`src/rtl/imm_gen_pipe_if.sv`:
```
// Decode-stage handshake bundle: instruction in (valid/ready + tag), immediate result out.
// master drives instructions and accepts results; slave is the immediate generator.
interface imm_gen_pipe_if #(
    parameter int unsigned XLEN  = 32,
    parameter int unsigned TAG_W = 8
);
    logic              in_valid;
    logic              in_ready;
    logic [31:0]       in_instr;
    logic [TAG_W-1:0]  in_tag;
    logic              out_valid;
    logic              out_ready;
    logic [XLEN-1:0]   out_imm;
    logic [2:0]        out_fmt;
    logic [TAG_W-1:0]  out_tag;
    logic              out_illegal;

    modport master (
        output in_valid, in_instr, in_tag, out_ready,
        input  in_ready, out_valid, out_imm, out_fmt, out_tag, out_illegal
    );

    modport slave (
        input  in_valid, in_instr, in_tag, out_ready,
        output in_ready, out_valid, out_imm, out_fmt, out_tag, out_illegal
    );
endinterface

```
`src/rtl/imm_gen_pipe.sv`:
```
// Registered RV immediate generator with a main output register and one skid entry.
// Decode is combinational into the registers; every output comes straight from flops.
module imm_gen_pipe #(
    parameter int unsigned XLEN    = 32,
    parameter int unsigned TAG_W   = 8,
    parameter int unsigned CSR_IMM = 1
) (
    input  logic          clk,
    input  logic          rst,
    imm_gen_pipe_if.slave io
);
    localparam int unsigned FMT_W   = 3;
    localparam int unsigned INSTR_W = 32;
    localparam bit          IS_RV64 = (XLEN == 64);
    localparam bit          CSR_EN  = (CSR_IMM != 0);

    localparam logic [6:0] OP_LOAD   = 7'b0000011;
    localparam logic [6:0] OP_JALR   = 7'b1100111;
    localparam logic [6:0] OP_IMM    = 7'b0010011;
    localparam logic [6:0] OP_IMM32  = 7'b0011011;
    localparam logic [6:0] OP_STORE  = 7'b0100011;
    localparam logic [6:0] OP_BRANCH = 7'b1100011;
    localparam logic [6:0] OP_JAL    = 7'b1101111;
    localparam logic [6:0] OP_LUI    = 7'b0110111;
    localparam logic [6:0] OP_AUIPC  = 7'b0010111;
    localparam logic [6:0] OP_SYSTEM = 7'b1110011;
    localparam logic [6:0] OP_REG    = 7'b0110011;
    localparam logic [6:0] OP_REG32  = 7'b0111011;
    localparam logic [6:0] OP_FENCE  = 7'b0001111;

    typedef enum logic [FMT_W-1:0] {
        FMT_NONE  = 3'd0,
        FMT_I     = 3'd1,
        FMT_S     = 3'd2,
        FMT_B     = 3'd3,
        FMT_U     = 3'd4,
        FMT_J     = 3'd5,
        FMT_Z     = 3'd6,
        FMT_SHAMT = 3'd7
    } fmt_e;

    typedef struct packed {
        logic [XLEN-1:0]  imm;
        fmt_e             fmt;
        logic             illegal;
        logic [TAG_W-1:0] tag;
    } entry_t;

    logic [INSTR_W-1:0] instr;
    logic [6:0]         opcode;
    logic [2:0]         funct3;
    logic               is_shift;
    logic [XLEN-1:0]    imm_i, imm_s, imm_b, imm_u, imm_j, imm_z, shamt_w, shamt_x;
    entry_t             dec;

    entry_t main_q, main_d, skid_q, skid_d;
    logic   main_valid_q, main_valid_d, skid_valid_q, skid_valid_d;
    logic   in_fire, out_fire;

    assign instr    = io.in_instr;
    assign opcode   = instr[6:0];
    assign funct3   = instr[14:12];
    assign is_shift = (funct3 == 3'b001) || (funct3 == 3'b101);

    // Candidate immediates for every format; the opcode decode picks one
    assign imm_i   = {{(XLEN-12){instr[31]}}, instr[31:20]};
    assign imm_s   = {{(XLEN-12){instr[31]}}, instr[31:25], instr[11:7]};
    assign imm_b   = {{(XLEN-13){instr[31]}}, instr[31], instr[7], instr[30:25], instr[11:8], 1'b0};
    assign imm_u   = XLEN'($signed({instr[31:12], 12'b0}));
    assign imm_j   = {{(XLEN-21){instr[31]}}, instr[31], instr[19:12], instr[20], instr[30:21], 1'b0};
    assign imm_z   = XLEN'(instr[19:15]);
    assign shamt_w = XLEN'(instr[24:20]);
    assign shamt_x = IS_RV64 ? XLEN'(instr[25:20]) : shamt_w;

    // Opcode decode; illegal results keep imm=0 and fmt NONE from the default
    always_comb begin
        dec     = '0;
        dec.tag = io.in_tag;
        case (opcode)
            OP_LOAD, OP_JALR: begin
                dec.fmt = FMT_I;
                dec.imm = imm_i;
            end
            OP_IMM: begin
                if (!is_shift) begin
                    dec.fmt = FMT_I;
                    dec.imm = imm_i;
                end else if (!IS_RV64 && instr[25]) begin
                    dec.illegal = 1'b1;
                end else begin
                    dec.fmt = FMT_SHAMT;
                    dec.imm = shamt_x;
                end
            end
            OP_IMM32: begin
                if (!IS_RV64) begin
                    dec.illegal = 1'b1;
                end else if (is_shift) begin
                    dec.fmt = FMT_SHAMT;
                    dec.imm = shamt_w;
                end else begin
                    dec.fmt = FMT_I;
                    dec.imm = imm_i;
                end
            end
            OP_STORE: begin
                dec.fmt = FMT_S;
                dec.imm = imm_s;
            end
            OP_BRANCH: begin
                dec.fmt = FMT_B;
                dec.imm = imm_b;
            end
            OP_JAL: begin
                dec.fmt = FMT_J;
                dec.imm = imm_j;
            end
            OP_LUI, OP_AUIPC: begin
                dec.fmt = FMT_U;
                dec.imm = imm_u;
            end
            OP_SYSTEM: begin
                if (funct3[2]) begin
                    if (CSR_EN) begin
                        dec.fmt = FMT_Z;
                        dec.imm = imm_z;
                    end else begin
                        dec.illegal = 1'b1;
                    end
                end
            end
            OP_REG, OP_FENCE: begin
                dec.fmt = FMT_NONE;
            end
            OP_REG32: begin
                dec.illegal = !IS_RV64;
            end
            default: begin
                dec.illegal = 1'b1;
            end
        endcase
    end

    assign in_fire  = io.in_valid && !skid_valid_q;
    assign out_fire = main_valid_q && io.out_ready;

    // Main refills from skid first to keep FIFO order; skid only catches a stalled accept
    always_comb begin
        main_d       = main_q;
        main_valid_d = main_valid_q;
        skid_d       = skid_q;
        skid_valid_d = skid_valid_q;
        if (out_fire || !main_valid_q) begin
            if (skid_valid_q) begin
                main_d       = skid_q;
                main_valid_d = 1'b1;
                skid_valid_d = 1'b0;
            end else if (in_fire) begin
                main_d       = dec;
                main_valid_d = 1'b1;
            end else begin
                main_valid_d = 1'b0;
            end
        end else if (in_fire) begin
            skid_d       = dec;
            skid_valid_d = 1'b1;
        end
    end

    always_ff @(posedge clk or posedge rst) begin
        if (rst) begin
            main_q       <= '0;
            main_valid_q <= 1'b0;
            skid_q       <= '0;
            skid_valid_q <= 1'b0;
        end else begin
            main_q       <= main_d;
            main_valid_q <= main_valid_d;
            skid_q       <= skid_d;
            skid_valid_q <= skid_valid_d;
        end
    end

    assign io.in_ready    = !skid_valid_q;
    assign io.out_valid   = main_valid_q;
    assign io.out_imm     = main_q.imm;
    assign io.out_fmt     = main_q.fmt;
    assign io.out_tag     = main_q.tag;
    assign io.out_illegal = main_q.illegal;
endmodule
```
`src/flat_wrapper.sv`:
```
// flat-port wrapper written by rule: the top's interface ports become plain ports
module imm_gen_pipe_flat 
#(
    parameter int unsigned XLEN    = 32,
    parameter int unsigned TAG_W   = 8,
    parameter int unsigned CSR_IMM = 1
)
  (clk, rst, io_in_valid, io_in_instr, io_in_tag, io_out_ready, io_in_ready, io_out_valid, io_out_imm, io_out_fmt, io_out_tag, io_out_illegal);
  imm_gen_pipe_if #(.XLEN(XLEN), .TAG_W(TAG_W)) io_i ();
  input  logic clk;
  input  logic rst;
  input wire logic [$bits(io_i.in_valid)-1:0] io_in_valid;
  input wire logic [$bits(io_i.in_instr)-1:0] io_in_instr;
  input wire logic [$bits(io_i.in_tag)-1:0] io_in_tag;
  input wire logic [$bits(io_i.out_ready)-1:0] io_out_ready;
  output wire logic [$bits(io_i.in_ready)-1:0] io_in_ready;
  output wire logic [$bits(io_i.out_valid)-1:0] io_out_valid;
  output wire logic [$bits(io_i.out_imm)-1:0] io_out_imm;
  output wire logic [$bits(io_i.out_fmt)-1:0] io_out_fmt;
  output wire logic [$bits(io_i.out_tag)-1:0] io_out_tag;
  output wire logic [$bits(io_i.out_illegal)-1:0] io_out_illegal;
  assign io_i.in_valid = io_in_valid;
  assign io_i.in_instr = io_in_instr;
  assign io_i.in_tag = io_in_tag;
  assign io_i.out_ready = io_out_ready;
  assign io_in_ready = io_i.in_ready;
  assign io_out_valid = io_i.out_valid;
  assign io_out_imm = io_i.out_imm;
  assign io_out_fmt = io_i.out_fmt;
  assign io_out_tag = io_i.out_tag;
  assign io_out_illegal = io_i.out_illegal;
  imm_gen_pipe #(.XLEN(XLEN), .TAG_W(TAG_W), .CSR_IMM(CSR_IMM)) u_core (.clk(clk), .rst(rst), .io(io_i));
endmodule
```
`config.mk`:
```
export PLATFORM = sky130hd
export DESIGN_NAME = imm_gen_pipe_flat
export DESIGN_NICKNAME = d
export VERILOG_FILES = /design/src/rtl/imm_gen_pipe_if.sv /design/src/rtl/imm_gen_pipe.sv /design/src/flat_wrapper.sv
export SDC_FILE = /design/constraint.sdc
export NUM_CORES = 1
export LEC_CHECK = 0
export BUFFER_PORTS_ARGS = -buffer_cell sky130_fd_sc_hd__clkbuf_2
export CAP_MARGIN = 20
export CORE_UTILIZATION = 55
export CTS_BUF_LIST = sky130_fd_sc_hd__clkbuf_8 sky130_fd_sc_hd__clkbuf_16
export DETAILED_ROUTE_END_ITERATION = 8
export PLACE_DENSITY = 0.92
export SYNTH_ARGS = -nofsm -noshare
export SYNTH_HDL_FRONTEND = slang
export SYNTH_SLANG_ARGS = --single-unit
```
`constraint.sdc`:
```
create_clock -name clk -period 3.4 [get_ports clk]
set_input_delay 0.68 -clock clk [delete_from_list [all_inputs] [get_ports clk]]
set_output_delay 0.68 -clock clk [all_outputs]
set_load 0.03 [all_outputs]
```
==> metrics, run 1 <==
clk sinks 90; Crit. End Element output pin; Critical Path Slowest Stage Cell dfrtp_1; RSZ-0062 raised after global routing no; number of vias per cell 6.18; first-pass GRT wire length 19.0 mm; Fin Clk Skew 0.00693 ns; CP Class flop to output pin; Die Ht 90.3 um; Worst-path clk slew 0.09 ns; Tcrit/Tclk final 0.665; crit path launch type flop; drt total wl 11.6 mm; count of different cell masters after synthesis 48; synthesized net count 509; main flop type after synthesis dfrtp_1; CTS Root Buffer Type clkbuf_8; asr flop ratio synth 1.00; achievable frequency 442 MHz; Warnings, synthesis 0; crit-path cells inv_2 > buf_4 > clkbuf_2; # port buffers 89; required time of the worst setup path 2.72 ns; most frequent cells after synthesis nand2_1, dfrtp_1, nor2_1; antenna cells 0; H-tree depth 3; worst min path class input port to asynchronous set/reset pin; Final ANT Viol Nets 0; most common cell in the netlist nand2_1; fin nets 586; fraction of layout cells with a size suffix above 1 0.247; TritonCTS Buffers 9; clock buffer depth 2; Placer Congestion 0.920; Starting Density 0.579; #FFs+latches synth 90; TritonCTS clock tree built; Mapped Avg Cell Area 9.22 um^2; Leak 2.31 nW; FILL cells 564; largest net degree at the start of global routing 52; Worst path max stage delay 0.39 ns; number of synthesized flops with an enable pin 0; Setup WS post-layout 1.14 ns; status finished clean; max_cap viols 0; DR WL/cell 18.0 um; Clk Latency, worst-skew pair 0.37 ns; initial DRC count 433; top cell type by total area after synthesis dfrtp_1; post-route minimum period 2.26 ns; synth top area cells dfrtp_1, nand2_1, a21oi_1; Post-CTS Resized 0; Post-CTS Hold Buffers 0; Core Footprint 0.00741 mm^2; die area 0.00816 mm^2; delay-heaviest family, CP buffers and inverters; number of remaining DRC errors 0; pre-CTS setup slack 1.03 ns; initial antenna violation count 0; TritonRoute pass-1 iters 5; Setup-failing EPs final 0; Placement Cell Area 0.00482 mm^2; area grow syn2layout 17.3%; Site Rows 31; via count 3,991; Bufs and invs on worst path 3; Post-Synthesis Cells 465; # IOs 90; fin area 0.00503 mm^2; Final Non-Filler Cells 646; Yosys top cell area share 0.525; worst-margin pin slew 0.921 ns; Cell Pwr Density 568 mW/mm^2; setup_tns 0 ns; Detailed Place HPWL 8.01 mm; postcts setup bufs 0; Max VDD drop 300 uV; final hold slack 0.461 ns; Total GRT Usage 0.295; gr ovfl total 0; Seq/Total Area, Yosys 0.525; Slew headroom 0.386; DP Cell Count 630; die span in x 90.3 um; Final Hold Fails 0; Arr. time, crit path 1.58 ns; Slew Limit Fails 0; vias in the first global route 3,915; CP Max Fanout 23; mapped cell area 0.00429 mm^2
[per-layer routing]
metal	track usage	part of all wire	vias up
li1	-	-	1790
met1	0.385	0.40	1925
met2	0.473	0.49	227
met3	0.0598	0.072	49
met4	0.145	0.038	0
met5	0	0	-
[through the flow]
step / util / power (mW)
after global placement: 0.650 / 2.02
after detailed placement: 0.650 / 2.06
after CTS: 0.679 / 2.85
final: 0.679 / 2.86
after floorplan: - / 1.82
after global routing: 0.679 / 2.97
[cells by family (layout without fill, tap and decap cells)]
| kind of cell | count (synthesis) | in the layout | synth area share |
|---|---|---|---|
| multiplexers | 9 | 9 | 0.0210 |
| flip-flops | 90 | 90 | 0.525 |
| AND/OR/NAND/NOR | 192 | 192 | 0.207 |
| AO/OA/AOI/OAI | 135 | 135 | 0.206 |
| buffers and inverters | 38 | 120 | 0.0385 |
| XOR/XNOR | 1 | 1 | 0.00204 |
[power by group]
| part | switching [mW] | internal, mW |
|---|---|---|
| Combinational | 0.483 | 0.226 |
| Sequential | 0.100 | 1.24 |
| Clock | 0.400 | 0.413 |
[path summary, 6_finish.rpt]
check / from / end / slack (ns) / depth (start not counted)
min in group clk: u_core.io.out_tag[0]$_DFFE_PP0P_ / u_core.io.out_tag[0]$_DFFE_PP0P_ / 0.49 / 2
worst max register to register: u_core.skid_valid_q$_DFFE_PP0P_ / u_core.io.out_imm[19]$_DFFE_PP0P_ / 1.44 / 5
max in group asynchronous: rst / u_core.skid_q[27]$_DFFE_PP0P_ / 2.24 / 3
worst max-delay path: u_core.skid_valid_q$_DFFE_PP0P_ / io_in_ready / 1.14 / 3
worst min-delay path: rst / u_core.io.out_imm[23]$_DFFE_PP0P_ / 0.46 / 2
worst min register to register: u_core.io.out_tag[0]$_DFFE_PP0P_ / u_core.io.out_tag[0]$_DFFE_PP0P_ / 0.49 / 2
[area by class of cell]
class	instances	area (um^2)	area share
Sequential cell	90	2250	0.448
Inverter	4	16.3	0.00323
Timing Repair Buffer	100	541	0.107
Clock buffer	9	124	0.0246
Clock inverter	7	92.6	0.0184
Multi-Input combinational cell	337	1880	0.374
Tap cell	99	124	0.0246
[registers in the layout, summed over array words and instances (netlist names)]
signal,count
u_core.io.out_illegal,1
u_core.io.out_imm,32
u_core.skid_q,44
u_core.io.out_fmt,3
u_core.skid_valid_q,1
u_core.io.out_tag,8
u_core.io.out_valid,1
[cell usage in the layout, fill, tap and decap left out, types with 5 or more instances in the layout]
cell type,n
buf_4,10
and3_1,5
nand2_1,91
mux2i_1,9
clkbuf_2,89
o22ai_1,11
and2_1,12
o22a_1,12
a211oi_1,5
a21oi_1,29
dfrtp_1,90
clkbuf_8,9
nand3_1,8
a211oi_2,8
a31oi_1,10
nand4_1,6
o21ai_0,25
o21ai_1,20
nor2_1,38
nor3_1,14
No activity file was read; power rests on OpenSTA's default activity.
==> run 2: changes to the inputs <==
Clock period 3.4 ns to 2.19 ns, I/O delays scaled along.
==> run 2 against run 1 <==
Net effect:
- worst hold slack got worse by 0.28 ns
- flip-flop and latch count unchanged
- critical path depth decreased by 1
- via count decreased by 1.2%
- wire length decreased by 2.2%
- register-to-register slack got worse by 0.84 ns
- critical path type unchanged
- largest power group unchanged
==> metrics, run 2 (synthesis gave the netlist of run 1 again) <==
Detailed Place HPWL 8.01 mm (about the same); Worst-path clk slew 0.09 ns (about the same); # IOs 90 (unchanged); postcts setup bufs 0 (unchanged); Max VDD drop 470 uV (+57%); worst min path class input port to asynchronous set/reset pin; number of vias per cell 6.00 (-2.8%); initial antenna violation count 0 (unchanged); RSZ-0062 raised after global routing no; Clk Latency, worst-skew pair 0.36 ns (about the same); via count 3,944 (-1.2%); CTS Root Buffer Type clkbuf_8; fraction of layout cells with a size suffix above 1 0.262 (+0.0148); initial DRC count 275 (-36%); Placement Cell Area 0.00491 mm^2 (+2.0%); met3 wire len 667 um (-20%); max reg flops 44 (unchanged); Setup WS post-layout 0.470 ns (-0.668 ns); Final ANT Viol Nets 0 (unchanged); WL met1 4.73 mm (+2.0%); CP Max Fanout 13 (-43%); crit path launch type flop; drt total wl 11.3 mm (-2.2%); Final Hold Fails 0 (unchanged); H-tree depth 3 (unchanged); # port buffers 89 (unchanged); die span in x 90.3 um (unchanged); Post-CTS Hold Buffers 0 (unchanged); post-route minimum period 1.72 ns; met2 routed WL 5.65 mm (-0.75%); max_cap viols 0 (unchanged); clock buffer depth 2 (unchanged); FILL cells 600 (+6.4%); Core Footprint 0.00741 mm^2 (unchanged); reg2reg path depth 6 (+1); Fin Clk Skew 0.00792 ns (+0.000992 ns); gr ovfl total 0 (unchanged); Top Metal Used met4; setup_tns 0 ns (unchanged); Largest Register u_core.skid_q; achievable frequency 581 MHz; die area 0.00816 mm^2 (unchanged); Post-CTS Resized 0 (unchanged); Starting Density 0.579 (unchanged); TritonRoute pass-1 iters 5 (unchanged); pre-CTS setup slack 0.231 ns (-0.796 ns); most frequent cells in the layout nand2_1, dfrtp_1, clkbuf_2, nor2_1, a21oi_1; Setup-failing EPs final 0 (unchanged); vias in the first global route 4,009 (+2.4%); first-pass GRT wire length 19.1 mm (+0.66%); number of remaining DRC errors 0 (unchanged); Slew headroom 0.684 (+0.298); Cell Pwr Density 834 mW/mm^2 (+47%); CP Class flop to output pin; Placer Congestion 0.885 (-3.8%); Crit. End Element output pin; TritonCTS clock tree built; antenna cells 0 (unchanged); clk sinks 90 (unchanged); Tcrit/Tclk final 0.786; Slew Limit Fails 0 (unchanged); Site Rows 31 (unchanged); TritonCTS Buffers 9 (unchanged); most common cell after layout, fill and taps aside nand2_1; final hold slack 0.185 ns (-0.276 ns); fin nets 597 (+1.9%); largest net degree at the start of global routing 91 (+75%); required time of the worst setup path 1.75 ns (-0.97 ns); Total GRT Usage 0.296 (+0.000989); status finished clean; DR WL/cell 17.3 um (-3.9%); fin area 0.00509 mm^2 (+1.2%); worst-margin pin slew 0.475 ns (-0.446 ns); Leak 2.35 nW (+1.6%); Arr. time, crit path 1.28 ns (-0.30 ns); Die Ht 90.3 um (unchanged); area grow syn2layout 18.7%
run 2: final cells by class:
type                       instances  area (um^2)  area share
clock buffer                      10          138      0.0270
clock inverter                     6         41.3     0.00811
multi-input combinational        337         1880       0.370
sequential                        90         2250       0.442
timing repair buffer             111          636       0.125
inverter                           4         18.8     0.00369
tap                               99          124      0.0243
run 2: power by group:
part | leakage [nW] | internal (mW) | switching [mW]
sequential | 1.14 | 1.92 | 0.150
combinational | 1.12 | 0.371 | 0.753
clock | 0.0901 | 0.444 | 0.609
total | 2.35 | 2.74 | 1.51
run 2: worst max-delay path, cell delays in order (launching register included):
cell,delay (ns)
dfrtp_1,0.41
inv_2,0.24
clkbuf_2,0.27
run 2: path summary, 6_finish.rpt:
path | startpoint | end | slack, ns
setup / recovery | u_core.skid_valid_q$_DFFE_PP0P_ | io_in_ready | 0.47
hold / removal | rst | u_core.io.out_imm[28]$_DFFE_PP0P_ | 0.19
setup reg to reg | u_core.skid_valid_q$_DFFE_PP0P_ | u_core.io.out_imm[2]$_DFFE_PP0P_ | 0.60
hold reg to reg | u_core.skid_q[5]$_DFFE_PP0P_ | u_core.skid_q[5]$_DFFE_PP0P_ | 0.48
max in group asynchronous | rst | u_core.io.out_imm[0]$_DFFE_PP0P_ | 1.64
min in group clk | io_in_tag[5] | u_core.skid_q[5]$_DFFE_PP0P_ | 0.28
run 2: metrics by stage:
step / util / instances / power [mW]
2_1_floorplan: - / 465 / 2.83
3_3_place_gp: 0.663 / 641 / 3.16
3_5_place_dp: 0.663 / 641 / 3.22
4_1_cts: 0.687 / 657 / 4.25
5_1_grt: 0.687 / 657 / 4.43
6_report: 0.687 / 657 / 4.25
run 2: per-layer routing:
layer | global-route usage | vias up
met5 | 0 | -
met4 | 0.137 | 0
met3 | 0.0463 | 30
met2 | 0.494 | 172
met1 | 0.382 | 1923
li1 | - | 1819
